File: src/rtl/serial_mag_comparator_ctrl.sv
// Bit-serial magnitude comparator: one shared 1-bit less-than cell walks the operands MSB first.
// Optional two's-complement ordering is enabled by defining SIGNED_CMP_EN (adds the signed_mode port).
module serial_mag_comparator_ctrl #(
    parameter int unsigned WIDTH = 8,
    parameter int unsigned IDX_W = $clog2(WIDTH)
) (
    input  logic             clk,
    input  logic             rst_n,
    input  logic             start,
    input  logic [WIDTH-1:0] a,
    input  logic [WIDTH-1:0] b,
`ifdef SIGNED_CMP_EN
    input  logic             signed_mode,
`endif
    output logic             busy,
    output logic             done,
    output logic             lt,
    output logic             eq,
    output logic             gt
);

    localparam logic [IDX_W-1:0] MSB_IDX = IDX_W'(WIDTH - 1);

    typedef enum logic [1:0] {
        S_IDLE = 2'd0,
        S_RUN  = 2'd1,
        S_DONE = 2'd2
    } state_t;

    state_t           r_state;
    state_t           w_state_nxt;
    logic [WIDTH-1:0] r_a;
    logic [WIDTH-1:0] r_b;
    logic [IDX_W-1:0] r_idx;

    logic w_accept;
    logic w_bit_a;
    logic w_bit_b;
    logic w_cell_lt;
    logic w_cell_gt;
    logic w_swap;
    logic w_bit_lt;
    logic w_bit_gt;
    logic w_last;
    logic w_signed;

    logic w_busy_nxt;
    logic w_done_nxt;
    logic w_lt_nxt;
    logic w_eq_nxt;
    logic w_gt_nxt;

`ifdef SIGNED_CMP_EN
    logic r_signed;

    always_ff @(posedge clk or negedge rst_n) begin
        if (!rst_n) begin
            r_signed <= 1'b0;
        end else if (w_accept) begin
            r_signed <= signed_mode;
        end
    end

    assign w_signed = r_signed;
`else
    assign w_signed = 1'b0;
`endif

    assign w_accept = (r_state == S_IDLE) && start;

    // Shared compare cell: the gt decision is the same cell with its inputs exchanged.
    always_comb begin
        w_bit_a   = r_a[r_idx];
        w_bit_b   = r_b[r_idx];
        w_cell_lt = ~w_bit_a & w_bit_b;
        w_cell_gt = w_bit_a & ~w_bit_b;
        w_swap    = w_signed && (r_idx == MSB_IDX);
        w_bit_lt  = w_swap ? w_cell_gt : w_cell_lt;
        w_bit_gt  = w_swap ? w_cell_lt : w_cell_gt;
        w_last    = (r_idx == '0);
    end

    always_ff @(posedge clk or negedge rst_n) begin
        if (!rst_n) begin
            r_state <= S_IDLE;
        end else begin
            r_state <= w_state_nxt;
        end
    end

    always_comb begin
        w_state_nxt = r_state;
        unique case (r_state)
            S_IDLE: begin
                if (start) begin
                    w_state_nxt = S_RUN;
                end
            end
            S_RUN: begin
                if (w_bit_lt || w_bit_gt || w_last) begin
                    w_state_nxt = S_DONE;
                end
            end
            S_DONE: begin
                w_state_nxt = S_IDLE;
            end
            default: begin
                w_state_nxt = S_IDLE;
            end
        endcase
    end

    // Next values of the registered outputs; results hold until the next accepted start.
    always_comb begin
        w_busy_nxt = (w_state_nxt != S_IDLE);
        w_done_nxt = (w_state_nxt == S_DONE);
        w_lt_nxt   = lt;
        w_eq_nxt   = eq;
        w_gt_nxt   = gt;
        if (w_accept) begin
            w_lt_nxt = 1'b0;
            w_eq_nxt = 1'b0;
            w_gt_nxt = 1'b0;
        end else if (r_state == S_RUN) begin
            if (w_bit_lt) begin
                w_lt_nxt = 1'b1;
            end else if (w_bit_gt) begin
                w_gt_nxt = 1'b1;
            end else if (w_last) begin
                w_eq_nxt = 1'b1;
            end
        end
    end

    // Operand latch and bit-index walk; index stops at 0 because the last bit always exits RUN.
    always_ff @(posedge clk or negedge rst_n) begin
        if (!rst_n) begin
            r_a   <= '0;
            r_b   <= '0;
            r_idx <= '0;
        end else if (w_accept) begin
            r_a   <= a;
            r_b   <= b;
            r_idx <= MSB_IDX;
        end else if ((r_state == S_RUN) && !w_bit_lt && !w_bit_gt && !w_last) begin
            r_idx <= r_idx - 1'b1;
        end
    end

    always_ff @(posedge clk or negedge rst_n) begin
        if (!rst_n) begin
            busy <= 1'b0;
            done <= 1'b0;
            lt   <= 1'b0;
            eq   <= 1'b0;
            gt   <= 1'b0;
        end else begin
            busy <= w_busy_nxt;
            done <= w_done_nxt;
            lt   <= w_lt_nxt;
            eq   <= w_eq_nxt;
            gt   <= w_gt_nxt;
        end
    end

endmodule
File: config.mk
export PLATFORM = sky130hd
export DESIGN_NAME = serial_mag_comparator_ctrl
export DESIGN_NICKNAME = d
export VERILOG_FILES = /design/src/rtl/serial_mag_comparator_ctrl.sv
export SDC_FILE = /design/constraint.sdc
export NUM_CORES = 1
export LEC_CHECK = 0
export ABC_AREA = 1
export BUFFER_PORTS_ARGS = -buffer_cell sky130_fd_sc_hd__buf_2
export CORE_ASPECT_RATIO = 1.4
export CORE_UTILIZATION = 62
export CTS_BUF_LIST = sky130_fd_sc_hd__clkbuf_2
export DETAILED_ROUTE_END_ITERATION = 8
export PLACE_DENSITY = 0.87
export SYNTH_ARGS = -nofsm -noshare
export SYNTH_HDL_FRONTEND = slang
export SYNTH_SLANG_ARGS = --single-unit
File: constraint.sdc
create_clock -name clk -period 4.5 [get_ports clk]
set_clock_uncertainty 0.15 [all_clocks]
set_input_delay 0.225 -clock clk [delete_from_list [all_inputs] [get_ports clk]]
set_output_delay 0.225 -clock clk [all_outputs]
set_load 0.05 [all_outputs]
---- Word level (Yosys, flattened, before mapping) ----
Index checks and enable logic that the tools add are counted.
word-level totals
  input port bits ......................... 19
  word-level logic and storage cells ...... 60
  output and inout port bits .............. 5
  register bits ........................... 26
operators by class
  bitwise operators ....................... 4
  reduce and logical (&&, ||, !) cells .... 20
  $add $sub $neg .......................... 1
  equality and inequality tests ........... 4
  order comparisons ....................... 1
  mux-type cells .......................... 21
operator list
  cell                   number
  $mux W1                14
  $reduce_bool A2 Y1     6
  $bmux W1 S3            2
  $mux W3                2
  $logic_and A1 B1 Y1    4
  $lt A3 B4 Y1 const B   1
  $mux W2                2
  $ne A2 B2 Y1 const B   2
  $pmux W2 S2            1
  $reduce_and A4 Y1      1
  $logic_not A1 Y1       3
  $logic_not A3 Y1       1
  $reduce_and A3 Y1      1
  $sub A3 B1 Y3 const B  1
  $and A1 B1 Y1          2
  $eq A2 B1 Y1 const B   1
  $eq A2 B2 Y1 const B   1
  $logic_not A2 Y1       1
  $logic_or A1 B1 Y1     2
  $not A1 Y1             2
  $reduce_and A2 Y1      1

---- Longest topological paths before layout ----
Gate-level depths: netlist of run 1.
  depth in word-level cells ............... 10
  depth in mapped cells ................... 12
  mapped depth without buffers ............ 11

---- Least setup slack after synthesis of run 1 ----
No wires, ideal clock.
  kind .................................... flip-flop to flip-flop
  from .................................... register r_idx[0]
  to ...................................... register r_idx[1]
  path slack .............................. 2.812 ns
  cell stages (with the launch flop) ...... 13
  path buffers ............................ 1
  library setup time ...................... 0.126 ns
  arrival ................................. 1.412 ns
  period minus slack after synthesis ...... 1.688 ns
  data required time ...................... 4.224 ns
  cell sequence ........................... dfrtp_1 buf_6 nor2_1 nor2_1 nand2_1 nand2_1 nand2_1 nand2_1 ha_1 nor2_4 nand3_1 nand2_1 nand3_1
on the way
  cells in the longest elaborated chain, start to end .. 9
  elaborated cells between the ends (all ways) .. 19
  those cells by class .................... 1 x add/sub; 6 x mux; 4 x bitwise; 8 x reduce/logical
ends and longest elaborated chain
  item                               RTL line  source
  start, declared                    34        logic [IDX_W-1:0] r_idx;
  start signal, assigned             146       r_idx <= r_idx - 1'b1;
  $bmux W1 S3                        73        w_bit_a = r_a[r_idx];
  $mux W1 (implied by the code)      73
  $not A1 Y1                         75        w_cell_lt = ~w_bit_a & w_bit_b;
  $and A1 B1 Y1                      75
  $logic_not A1 Y1                   145       end else if ((r_state == S_RUN) && !w_bit_lt && !w_bit_gt && !w_last) begin
  $logic_and A1 B1 Y1 (3 in series)  145
  $reduce_bool A2 Y1 (no line)       -
Several ways; a longest one is shown, not always the timed one. The select of a mux whose other input is x is not followed.
A chain may end at the register's enable or synchronous reset.

---- Final worst setup path of run 1 ----
  from .................................... register r_idx[0]
  to ...................................... register r_idx[0]
Same word-level chain as after synthesis.

==> summary.md, run 1 <==
| Metric | Value |
|---|---|
| Setup_tns | 0 ps |
| #FFs+latches synth | 26 |
| Reg-to-Reg Start | r_idx[0] |
| Max Slew Vio Count | 0 |
| Kind of critical path | reg -> reg |
| Synth warn | 0 |
| Synth Instances | approximately 160 |
| Max VDD drop | 0.000650 V |
| Drt first pass iters | 4 |
| Least-Margin Pin Slew | 559 ps |
| # rows | 19 |
| Skew-Pair Late Insertion Delay | 350 ps |
| Startpoint class of the critical path | register |
| Initial Util | 0.682 |
| Power per cell area | about 660 nW/µm² |
| Vias in the first global route | 1149 |
| RSZ-0062 raised after global routing | false |
| Total Routing Usage GR | 0.249 |
| Port bufs | 23 |
| Syn_nets | around 190 |
| Die H | 57.8 µm |
| Hold path start | start |
| Maxcap violations | 0 |
| Vias per inst | 5.26 |
| Register area share after synthesis | 0.472 |
| Num CTS Buffers | 3 |
| Fmax | 0.482 GHz |
| Fin nets | 225 |
| Outcome | finished, final reports clean |
| Area Overhead vs Synth | 20.3% |
| Max transition margin | 0.627 |
| Top_reg_cell synth | dfrtp_1 |
| Worst hold path class | in -> reg |
| Post-Route WL | 2640 µm |
| HPWL Detailed | 1790 µm |
| Global-route wire length before repair | between 4000 and 5000 µm |
| Ant. Diodes | 0 |
| Hold path depth | 3 |
| Worst R2R Setup Slack | 2430 ps |
| Worst-path fanout max | 12 |
| Width of the die | 41.9 µm |
| Placed cells | 201 |
| GP Congestion | 0.848 |
| Post-Syn Area | 1380 µm² |
| First DRT Iteration DRCs | 17 |
| Critical Path AT | 2190 ps |
| Yosys cell types | 23 |
| Wire per inst | 11.9 µm |
| Mean post-synth cell area | 8.51 µm² |
| I/O pin cnt | 24 |
| Worst R2R Path Depth | 10 |
| Min cycle time layout | 2070 ps |
| Nature of the critical path endpoint | register |
| Largest net degree at the start of global routing | 34 |
| Final hold violation count | 0 |
| Critical path required time | 4620 ps |
| Clock sinks | 26 |
| Reg power frac | 0.361 |
| Post-Layout Cell Count | 222 |
| Total number of vias | 1167 |
| Number of synthesized flops with an enable pin | 0 |
| WHS Endpoint | busy |
| Share of cells above drive strength 1 | 0.254 |
| Clock Pin Slew Worst Setup and Hold Paths | 230 ps |
| Root Driver | clkbuf_2 |
| Clock network power share | 0.080 |
| Int Pwr | 570 µW |
| Post-CTS Resized | 0 |
| Logic gate share of total power | 0.560 |
| ANT nets after route | 0 |
| Worst r2r dst | r_idx[0] |
| # DRC | 0 |
| Max Root-Sink Buffers | 2 |
| TritonCTS clock tree | done |
| Core area | 2020 µm² |
| Final setup viols | 0 |
| Initial antenna violation count | 0 |
| Sw Ratio | 0.480 |
| Grt total ovfl | 0 |
| Synth async-reset ratio | 1.00 |
| H-tree depth | 1 |
| Final core area utilization | 0.821 |
| Tcrit/Tclk final | 0.461 |
| Switch Pwr | 526 µW |
| Leak pwr | 0.000902 µW |
| Die Area | 2420 µm² |
-- metrics by stage --
step	total power (µW)	hold slack [ps]	worst slack (ps)	area (µm²)
2_1_floorplan	905	-221	2810	1380
3_3_place_gp	974	84.0	2600	1470
3_5_place_dp	998	97.3	2480	1470
4_1_cts	1090	27.8	2450	1660
5_1_grt	1190	16.0	2190	1660
6_report	1100	20.0	2430	1660
-- registers in the layout, summed over array words and instances (netlist names) --
| signal | flops |
|---|---|
| r_state | 2 |
| eq | 1 |
| r_b | 8 |
| r_idx | 3 |
| gt | 1 |
| busy | 1 |
| done | 1 |
| lt | 1 |
| r_a | 8 |
-- power groups by stage --
stage / logic [µW] / clock network (µW) / registers [µW]
2_1_floorplan: 475 / 0 / 431
3_3_place_gp: 577 / 0 / 397
3_5_place_dp: 599 / 0 / 399
4_1_cts: 613 / 89.2 / 393
5_1_grt: 690 / 95.1 / 404
6_report: 614 / 87.2 / 395
-- placed cells by master (no fill, tap or decap) --
cell / Yosys / final
nand2_1: 50 / 50
dfrtp_1: 26 / 26
buf_2: 1 / 23
inv_1: 21 / 21
dlygate4sd3_1: 0 / 17
o21ai_2: 14 / 14
nand3_1: 12 / 12
nor2_1: 6 / 6
inv_2: 4 / 4
a21oi_1: 4 / 4
nand4_1: 4 / 4
ha_1: 4 / 4
o21ai_0: 3 / 3
clkbuf_2: 0 / 3
nand2_2: 2 / 2
o21ai_1: 1 / 1
nand2_4: 1 / 1
nand3_4: 1 / 1
inv_4: 1 / 1
nor2_4: 1 / 1
a21oi_2: 1 / 1
xor2_1: 1 / 1
clkinv_1: 0 / 1
-- layout make-up --
cell class                 count  area, µm²
timing repair buffer          40        285
clock inverter                 1       3.75
multi-input combinational    105        578
inverter                      26        100
tap                           21       26.3
clock buffer                   3       15.0
sequential                    26        651
fill                         132        362
-- layer usage --
| metal | GRT usage | share of wire | vias up |
|---|---|---|---|
| met1 | 0.268 | 0.40 | 548 |
| met2 | 0.469 | 0.55 | 24 |
| met5 | 0 | 0 | - |
| li1 | - | - | 588 |
| met4 | 0.115 | 0.020 | 0 |
| met3 | 0.0405 | 0.034 | 7 |
-- logic make-up after synthesis --
family                     after synthesis  synth area share
AOI/OAI and AO/OA                       23             0.124
xor gates and xnor gates                 1           0.00635
adders and majority gates                4            0.0363
buffers and inverters                   31             0.109
DFF                                     26             0.472
and+or+nand+nor                         77             0.252
-- cells in the mapped netlist (2+ instances only) --
master / instances / area share
a21oi_1: 4 / 0.015
buf_6: 2 / 0.016
dfrtp_1: 26 / 0.47
ha_1: 4 / 0.036
inv_1: 21 / 0.057
inv_2: 4 / 0.011
nand2_1: 50 / 0.14
nand2_2: 2 / 0.0091
nand3_1: 12 / 0.044
nand4_1: 4 / 0.018
nor2_1: 6 / 0.016
o21ai_0: 3 / 0.011
o21ai_2: 14 / 0.089
-- worst max-delay path: stages, from the launching register on --
cell and delay [ps]:
dfrtp_1 630, inv_2 160, nand2_1 100, nand3_1 80, nand3_1 90, o21ai_0 100
ha_1 260, nor2_4 170, nand3_1 110, nand2_1 70, nand3_1 70
-- repair_timing --
item	in CTS	in global routing
setup buffers	0	0
hold endpoints to repair	42	0
hold buffers	17	0
-- how the worst max path moves through the flow --
stage                     endpoint     start  cells past startpoint  slack (ps)
after floorplan           r_idx[1]  r_idx[0]                     12        2810
after global placement    r_idx[0]  r_idx[0]                     10        2600
after detailed placement  r_idx[0]  r_idx[0]                     10        2480
after CTS                 r_idx[0]  r_idx[0]                     10        2450
after global routing      r_idx[0]  r_idx[0]                     10        2190
final                     r_idx[0]  r_idx[0]                     10        2430
Note: power is estimated with default switching activity, not from simulation.
==> run 2, diff against run 1 <==
--- a/config.mk
+++ b/config.mk
@@ -8,10 +8,10 @@
 export ABC_AREA = 1
 export BUFFER_PORTS_ARGS = -buffer_cell sky130_fd_sc_hd__buf_2
 export CORE_ASPECT_RATIO = 1.4
-export CORE_UTILIZATION = 62
+export CORE_UTILIZATION = 57
 export CTS_BUF_LIST = sky130_fd_sc_hd__clkbuf_2
 export DETAILED_ROUTE_END_ITERATION = 8
-export PLACE_DENSITY = 0.87
+export PLACE_DENSITY = 0.81
 export SYNTH_ARGS = -nofsm -noshare
 export SYNTH_HDL_FRONTEND = slang
 export SYNTH_SLANG_ARGS = --single-unit
==> constraint.sdc (replaced) <==
create_clock -name clk -period 2.14 [get_ports clk]
set_clock_uncertainty 0.15 [all_clocks]
set_input_delay 0.107 -clock clk [delete_from_list [all_inputs] [get_ports clk]]
set_output_delay 0.107 -clock clk [all_outputs]
set_load 0.05 [all_outputs]
==> summary.md, run 2 (synthesis results as in run 1) <==
| Metric | Value |
|---|---|
| Outcome | finished with violations |
| Failing checks | design-rule violations |
| Critical Path Most Common Cell | nand2_1 |
| Clock Pin Slew Worst Setup and Hold Paths | 220 ps (about the same) |
| Crit path cell chain | inv_2 > nand2_1 > nand3_1 > nand2_1 > nand2_1 > nand2_1 > ha_1 > inv_1 > nand4_1 > a21oi_2 > nand2_1 |
| Wire per inst | 12.4 µm (+3.9%) |
| Final Cell Area | 1690 µm² (+2.0%) |
| Post-DP Area | 1470 µm² (about the same) |
| Critical path required time | 2270 ps (-2350 ps) |
| Total number of vias | 1142 (-2.1%) |
| Root Driver | clkbuf_2 |
| Total Routing Usage GR | 0.242 (-0.00756) |
| Kind of critical path | reg -> reg |
| Max VDD drop | 0.00111 V (+71%) |
| HPWL Detailed | 1930 µm (+7.5%) |
| H-tree depth | 1 (unchanged) |
| Largest net degree at the start of global routing | 34 (unchanged) |
| Slowest cell on the critical path | dfrtp_2 |
| Worst-path fanout max | 12 (unchanged) |
| Die Area | 2620 µm² (+8.4%) |
| Min cycle time layout | 1950 ps (-122 ps) |
| Hold slack | 84.8 ps (+64.8 ps) |
| Share of cells above drive strength 1 | 0.255 (+0.00117) |
| Vias per inst | 5.05 (-3.9%) |
| Nature of the critical path endpoint | register |
| Port bufs | 23 (unchanged) |
| TritonCTS clock tree | done |
| Buffers & Inverters on Critical Path | 2 (+1) |
| Num CTS Buffers | 3 (unchanged) |
| Die H | 60.2 µm (+4.1%) |
| Max Slew Vio Count | 0 (unchanged) |
| Critical Path AT | 2080 ps (-110 ps) |
| Max Root-Sink Buffers | 2 (unchanged) |
| Global-route wire length before repair | 4570 µm (-0.46%) |
| Setup_tns | 0 ps (unchanged) |
| Ant. Diodes | 0 (unchanged) |
| ANT nets after route | 0 (unchanged) |
| Initial antenna violation count | 0 (unchanged) |
| Drt first pass iters | 6 (+2) |
| GP Congestion | 0.904 (+6.7%) |
| Setup bufs post-CTS | 0 (unchanged) |
| # DRC | 2 (+2) |
| RSZ-0062 raised after global routing | false |
| Power per cell area | 1380 nW/µm² (+110%) |
| Max transition margin | 0.625 (-0.00276) |
| Setup WS pre-CTS | 137 ps (-2340 ps) |
| First DRT Iteration DRCs | 30 (+13) |
| Worst R2R Setup Slack | 190 ps (-2240 ps) |
| Least-Margin Pin Slew | 563 ps (+4.14 ps) |
| Final setup viols | 0 (unchanged) |
| Commonest cells after routing, fill and taps aside | nand2_1, dfrtp_1, buf_2 |
| Post-Route WL | 2790 µm (+5.8%) |
| Largest regs | r_a x8, r_b x8, r_idx x3 |
| Core area | 2230 µm² (+10%) |
| Delay-heaviest family, CP | flip-flops |
| Skew-Pair Late Insertion Delay | 350 ps (about the same) |
| Startpoint class of the critical path | register |
| Final hold violation count | 0 (unchanged) |
| Width of the die | 43.6 µm (+4.1%) |
| Maxcap violations | 0 (unchanged) |
| Tcrit/Tclk final | 0.912 (+0.451) |
| Fin nets | 228 (+1.3%) |
| Vias in the first global route | 1169 (+1.7%) |
| Fmax | 0.512 GHz (+6.2%) |
| Most common cell after layout, fill and taps aside | nand2_1 |
| Clock sinks | 26 (unchanged) |
| # rows | 20 (+1) |
| Worst hold path class | in -> async |
| I/O pin cnt | 24 (unchanged) |
| Area Overhead vs Synth | 22.7% |
| Power after layout | 2340 µW (+110%) |
| Leak pwr | 0.000915 µW (+1.5%) |
| Grt total ovfl | 0 (unchanged) |
| Initial Util | 0.619 (-0.0633) |
| Final setup margin | 187 ps (-2240 ps) |
| Max stage delay on crit path | 540 ps (-90 ps) |
-- run 2: through the flow --
| stage | util | instances |
|---|---|---|
| floorplan | - | 162 |
| global placement | 0.661 | 202 |
| detailed placement | 0.661 | 202 |
| CTS | 0.759 | 226 |
| global route | 0.760 | 226 |
| finish | 0.760 | 226 |
-- run 2: worst register-to-register path, cell delays in order, from the launching register on --
cell	delay, ps
dfrtp_2	540
inv_2	170
nand2_1	70
nand3_1	100
nand2_1	70
nand2_1	50
nand2_1	50
ha_1	210
inv_1	150
nand4_1	140
a21oi_2	130
nand2_1	50
-- run 2: power breakdown --
group / switching, µW / internal, µW
Sequential: 127 / 710
Combinational: 846 / 475
Clock: 139 / 40.6
Total: 1110 / 1230
-- run 2: routing by layer --
layer,GRT usage,vias up,part of all wire
li1,-,589,-
met1,0.237,528,0.38
met2,0.493,20,0.58
met3,0.0181,5,0.023
met4,0.107,0,0.020
met5,0,-,0
-- run 2: final timing paths --
path / start / end / cells after the start
worst min-delay path: rst_n / r_b[6] / 2
min in group clk: a[3] / r_a[3] / 4
max in group asynchronous: rst_n / r_idx[0] / 2
worst max register to register: r_idx[0] / r_idx[2] / 11
worst min register to register: eq / eq / 2
worst max-delay path: r_idx[0] / r_idx[2] / 11
-- run 2: layout make-up --
| type | count | area, µm² |
|---|---|---|
| clock inverter | 1 | 3.75 |
| timing repair buffer | 43 | 315 |
| inverter | 26 | 100 |
| multi-input combinational | 105 | 578 |
| clock buffer | 3 | 15.0 |
| tap | 22 | 27.5 |
| fill | 169 | 536 |
| sequential | 26 | 652 |
-- run 2: what timing repair did --
item / 4_1_cts / 5_1_grt
hold buffers: 20 / 0
endpoints found under the setup margin: 0 / 6
resized for setup: 0 / 1
hold endpoints to repair: 46 / 0
==> run 3, diff against run 2 <==
--- a/config.mk
+++ b/config.mk
@@ -5,11 +5,11 @@
 export SDC_FILE = /design/constraint.sdc
 export NUM_CORES = 1
 export LEC_CHECK = 0
-export ABC_AREA = 1
 export BUFFER_PORTS_ARGS = -buffer_cell sky130_fd_sc_hd__buf_2
 export CORE_ASPECT_RATIO = 1.4
-export CORE_UTILIZATION = 57
+export CORE_UTILIZATION = 56
 export CTS_BUF_LIST = sky130_fd_sc_hd__clkbuf_2
+export CTS_CLUSTER_DIAMETER = 150
 export DETAILED_ROUTE_END_ITERATION = 8
 export PLACE_DENSITY = 0.81
 export SYNTH_ARGS = -nofsm -noshare
==> summary.md, run 3 <==
| Metric | Value |
|---|---|
| Failing checks | negative setup slack |
| Nature of the critical path endpoint | register |
| Largest net degree at the start of global routing | 27 (-21%) |
| Clock network power share | 0.078 (about the same) |
| # DRC | 0 (-2) |
| Port bufs | 23 (unchanged) |
| Clock Pin Slew Worst Setup and Hold Paths | 230 ps (about the same) |
| Vias per inst | 5.55 (+9.8%) |
| Post-synth top area share | 0.524 (+0.0518) |
| Initial antenna violation count | 0 (unchanged) |
| Setup WS pre-CTS | -103 ps (-240 ps) |
| Share of cells above drive strength 1 | 0.331 (+0.0761) |
| H-tree depth | 1 (unchanged) |
| Ant. Diodes | 0 (unchanged) |
| Top_reg_cell synth | dfrtp_1 |
| Most common cell in the netlist | dfrtp_1 |
| RSZ-0062 raised after global routing | true |
| Least-Margin Pin Slew | 559 ps (-3.93 ps) |
| HPWL Detailed | 1550 µm (-20%) |
| Die H | 57.7 µm (-4.1%) |
| Max Slew Vio Count | 0 (unchanged) |
| Compound-Gate Fraction of Synth Area | 0.0373 (-0.0871) |
| Skew-Pair Late Insertion Delay | 360 ps (about the same) |
| Critical Path AT | 2480 ps (+400 ps) |
| # rows | 19 (-5.0%) |
| I/O pin cnt | 24 (unchanged) |
| Num CTS Buffers | 3 (unchanged) |
| Int Pwr | 1410 µW (+15%) |
| TritonCTS clock tree | done |
| Startpoint class of the critical path | register |
| Xor-xnor portion of the synthesized cell area | 0 (-0.00635) |
| Fin nets | 166 (-27%) |
| Final hold violation count | 0 (unchanged) |
| Synth warn | 0 (unchanged) |
| Synth async-reset ratio | 1.00 (unchanged) |
| Max transition margin | 0.627 (+0.00262) |
| Slowest cell on the critical path | mux4_2 |
| Post-Layout Cell Count | 163 (-28%) |
| Fmax | 0.425 GHz (-17%) |
| Post-synthesis mux area share | 0.246 (+0.246) |
| Syn_nets | 118 (-36%) |
| Wire per inst | 14.8 µm (+19%) |
| Post-Route WL | 2410 µm (-14%) |
| Width of the die | 41.8 µm (-4.0%) |
| Most common cell after layout, fill and taps aside | dfrtp_1 |
| Register area share after synthesis | 0.524 (+0.0518) |
| Worst hold path class | in -> async |
| Post-Syn Area | 1240 µm² (-9.9%) |
| Power per cell area | 1390 nW/µm² (+0.78%) |
| Crit path cell chain | buf_6 > mux4_2 > nand2_2 > nand2_2 > ha_4 > nor4b_4 > a21oi_1 > a311o_1 |
| Top post-synthesis cells by count | dfrtp_1, mux2_1, nor2_1 |
| Buffers & Inverters on Critical Path | 1 (-1) |
| Leak pwr | 0.000783 µW (-14%) |
| Max VDD drop | 0.000876 V (-21%) |
| Critical Path Most Common Cell | nand2_2 |
| Area share of fa/ha/maj cells after synthesis | 0.0403 (+0.00398) |
| Final setup viols | 4 (+4) |
| Min cycle time layout | 2360 ps (+402 ps) |
| Delay-heaviest family, CP | multiplexers |
| #FFs+latches synth | 26 (unchanged) |
| Commonest cells after routing, fill and taps aside | dfrtp_1, buf_2, dlygate4sd3_1 |
| Kind of critical path | reg -> reg |
| Root Driver | clkbuf_2 |
| Placed cells | 140 (-31%) |
| Initial Util | 0.615 (-0.00424) |
| Simple-gate share of the synthesized area | 0.120 (-0.132) |
| Synth Instances | 95 (-41%) |
| Switch Pwr | 872 µW (-22%) |
| Number of synthesized flops with an enable pin | 0 (unchanged) |
| Max Root-Sink Buffers | 2 (unchanged) |
| Number of fill cells | 105 (-38%) |
| Worst R2R Setup Slack | -220 ps (-400 ps) |
| Drt first pass iters | 4 (-2) |
| Total number of vias | 904 (-21%) |
| Total Routing Usage GR | 0.223 (-0.0187) |
| Worst-path fanout max | 4 (-8) |
| Sw Ratio | 0.383 (-0.0935) |
| Max stage delay on crit path | 500 ps (-40 ps) |
| Maxcap violations | 0 (unchanged) |
| Area contributors post-synth | dfrtp_1, mux2_1, mux4_1 |
| Vias in the first global route | 950 (-19%) |
| Final core area utilization | 0.810 (+0.0504) |
| Leading area contributor after synthesis | dfrtp_1 |
| ANT nets after route | 0 (unchanged) |
| Area Overhead vs Synth | 31.7% |
| Reg power frac | 0.374 (+0.016) |
| Largest regs | r_a x8, r_b x8, r_idx x3 |
| Final setup margin | -215 ps (-402 ps) |
| Die Area | 2410 µm² (-8.0%) |
| Mean post-synth cell area | 13.1 µm² (+54%) |
| Logic gate share of total power | 0.548 (-0.017) |
| First DRT Iteration DRCs | 8 (-73%) |
| Yosys cell types | 19 (-17%) |
| Grt total ovfl | 0 (unchanged) |
| Core area | 2020 µm² (-9.3%) |
| Global-route wire length before repair | 3990 µm (-13%) |
| Outcome | finished with violations |
| GP Congestion | 0.718 (-21%) |
| Critical path required time | 2260 ps (about the same) |
| Clock sinks | 26 (unchanged) |
| Largest family of logic cells by synthesized area | multiplexers |
| Tcrit/Tclk final | 1.10 (+0.188) |
==> run 3: cell count changes in the layout (fill, tap and decap cells not counted), sizes merged, moves of 4 or more <==
cell / before / now
buf: 23 / 29
inv: 26 / 4
mux2: 0 / 16
mux4: 0 / 4
nand2: 53 / 8
nand3: 13 / 1
nand4: 4 / 0
o21ai: 18 / 0
==> run 3: metrics by stage <==
stage,cell area (µm²),power (µW),hold WS (ps),TNS [ps]
floorplan,1240,1690,-339,-19.4
global placement,1400,1910,-28.0,-47.2
detailed placement,1400,1970,-21.0,-230
CTS,1620,2230,91.9,-232
global route,1640,2440,133,-757
finish,1640,2280,81.7,-415
==> run 3: per-layer routing <==
layer  track usage  vias up  part of all wire
li1              -      426                 -
met1         0.255      451              0.41
met2         0.413       21              0.55
met3        0.0187        6             0.020
met4         0.111        0             0.025
met5             0        -                 0
==> run 3: timing repair <==
item / 4_1_cts / 5_1_grt
pin swaps: 2 / 3
hold endpoints to repair: 46 / 0
setup endpoints to repair: 4 / 4
setup buffers: 0 / 1
resized for setup: 5 / 5
cloned: 0 / 0
hold buffers: 18 / 0
==> run 3: worst paths after layout <==
path                       startpoint  endpoint  cells past startpoint
max                          r_idx[0]  r_idx[2]                      8
max reg2reg                  r_idx[0]  r_idx[2]                      8
min reg2reg                    r_b[6]    r_b[6]                      1
max in group asynchronous       rst_n    r_b[1]                      2
min                             rst_n        gt                      2
min in group clk                 a[4]    r_a[4]                      3
==> run 3: cells by family (layout without fill, tap and decap cells) <==
| logic type | count (synthesis) | count (layout) |
|---|---|---|
| adder cells (fa/ha/maj) | 4 | 4 |
| AND/OR/NAND/NOR | 27 | 27 |
| AO/OA/AOI/OAI | 8 | 8 |
| flip-flops | 26 | 26 |
| buffers and inverters | 8 | 55 |
| multiplexers | 22 | 22 |
==> run 3: worst register-to-register path: cells and delay by family (launching register included) <==
family / cells / cell delay, ps
mux: 1 / 500
simple gates: 3 / 480
fa+ha+maj: 1 / 170
flops: 1 / 420
buf+inv: 1 / 130
compound gates: 2 / 440
==> run 3: area by class of cell <==
class	count	area [µm²]	share of cell area
flip-flops and latches	26	651	0.398
repair buffers	47	348	0.213
clock inverters	1	3.75	0.00229
well taps	21	26.3	0.0161
clock buffers	3	15.0	0.00917
inverters	4	15.0	0.00917
multi-input cells	61	578	0.353
==> run 3: power by group through the flow <==
| stage | Combinational [µW] | Sequential, µW | Clock, µW |
|---|---|---|---|
| after detailed placement | 1110 | 860 | 0 |
| after CTS | 1200 | 849 | 184 |
| final | 1250 | 853 | 179 |
| after floorplan | 818 | 874 | 0 |
| after global placement | 1060 | 848 | 0 |
| after global routing | 1360 | 879 | 193 |
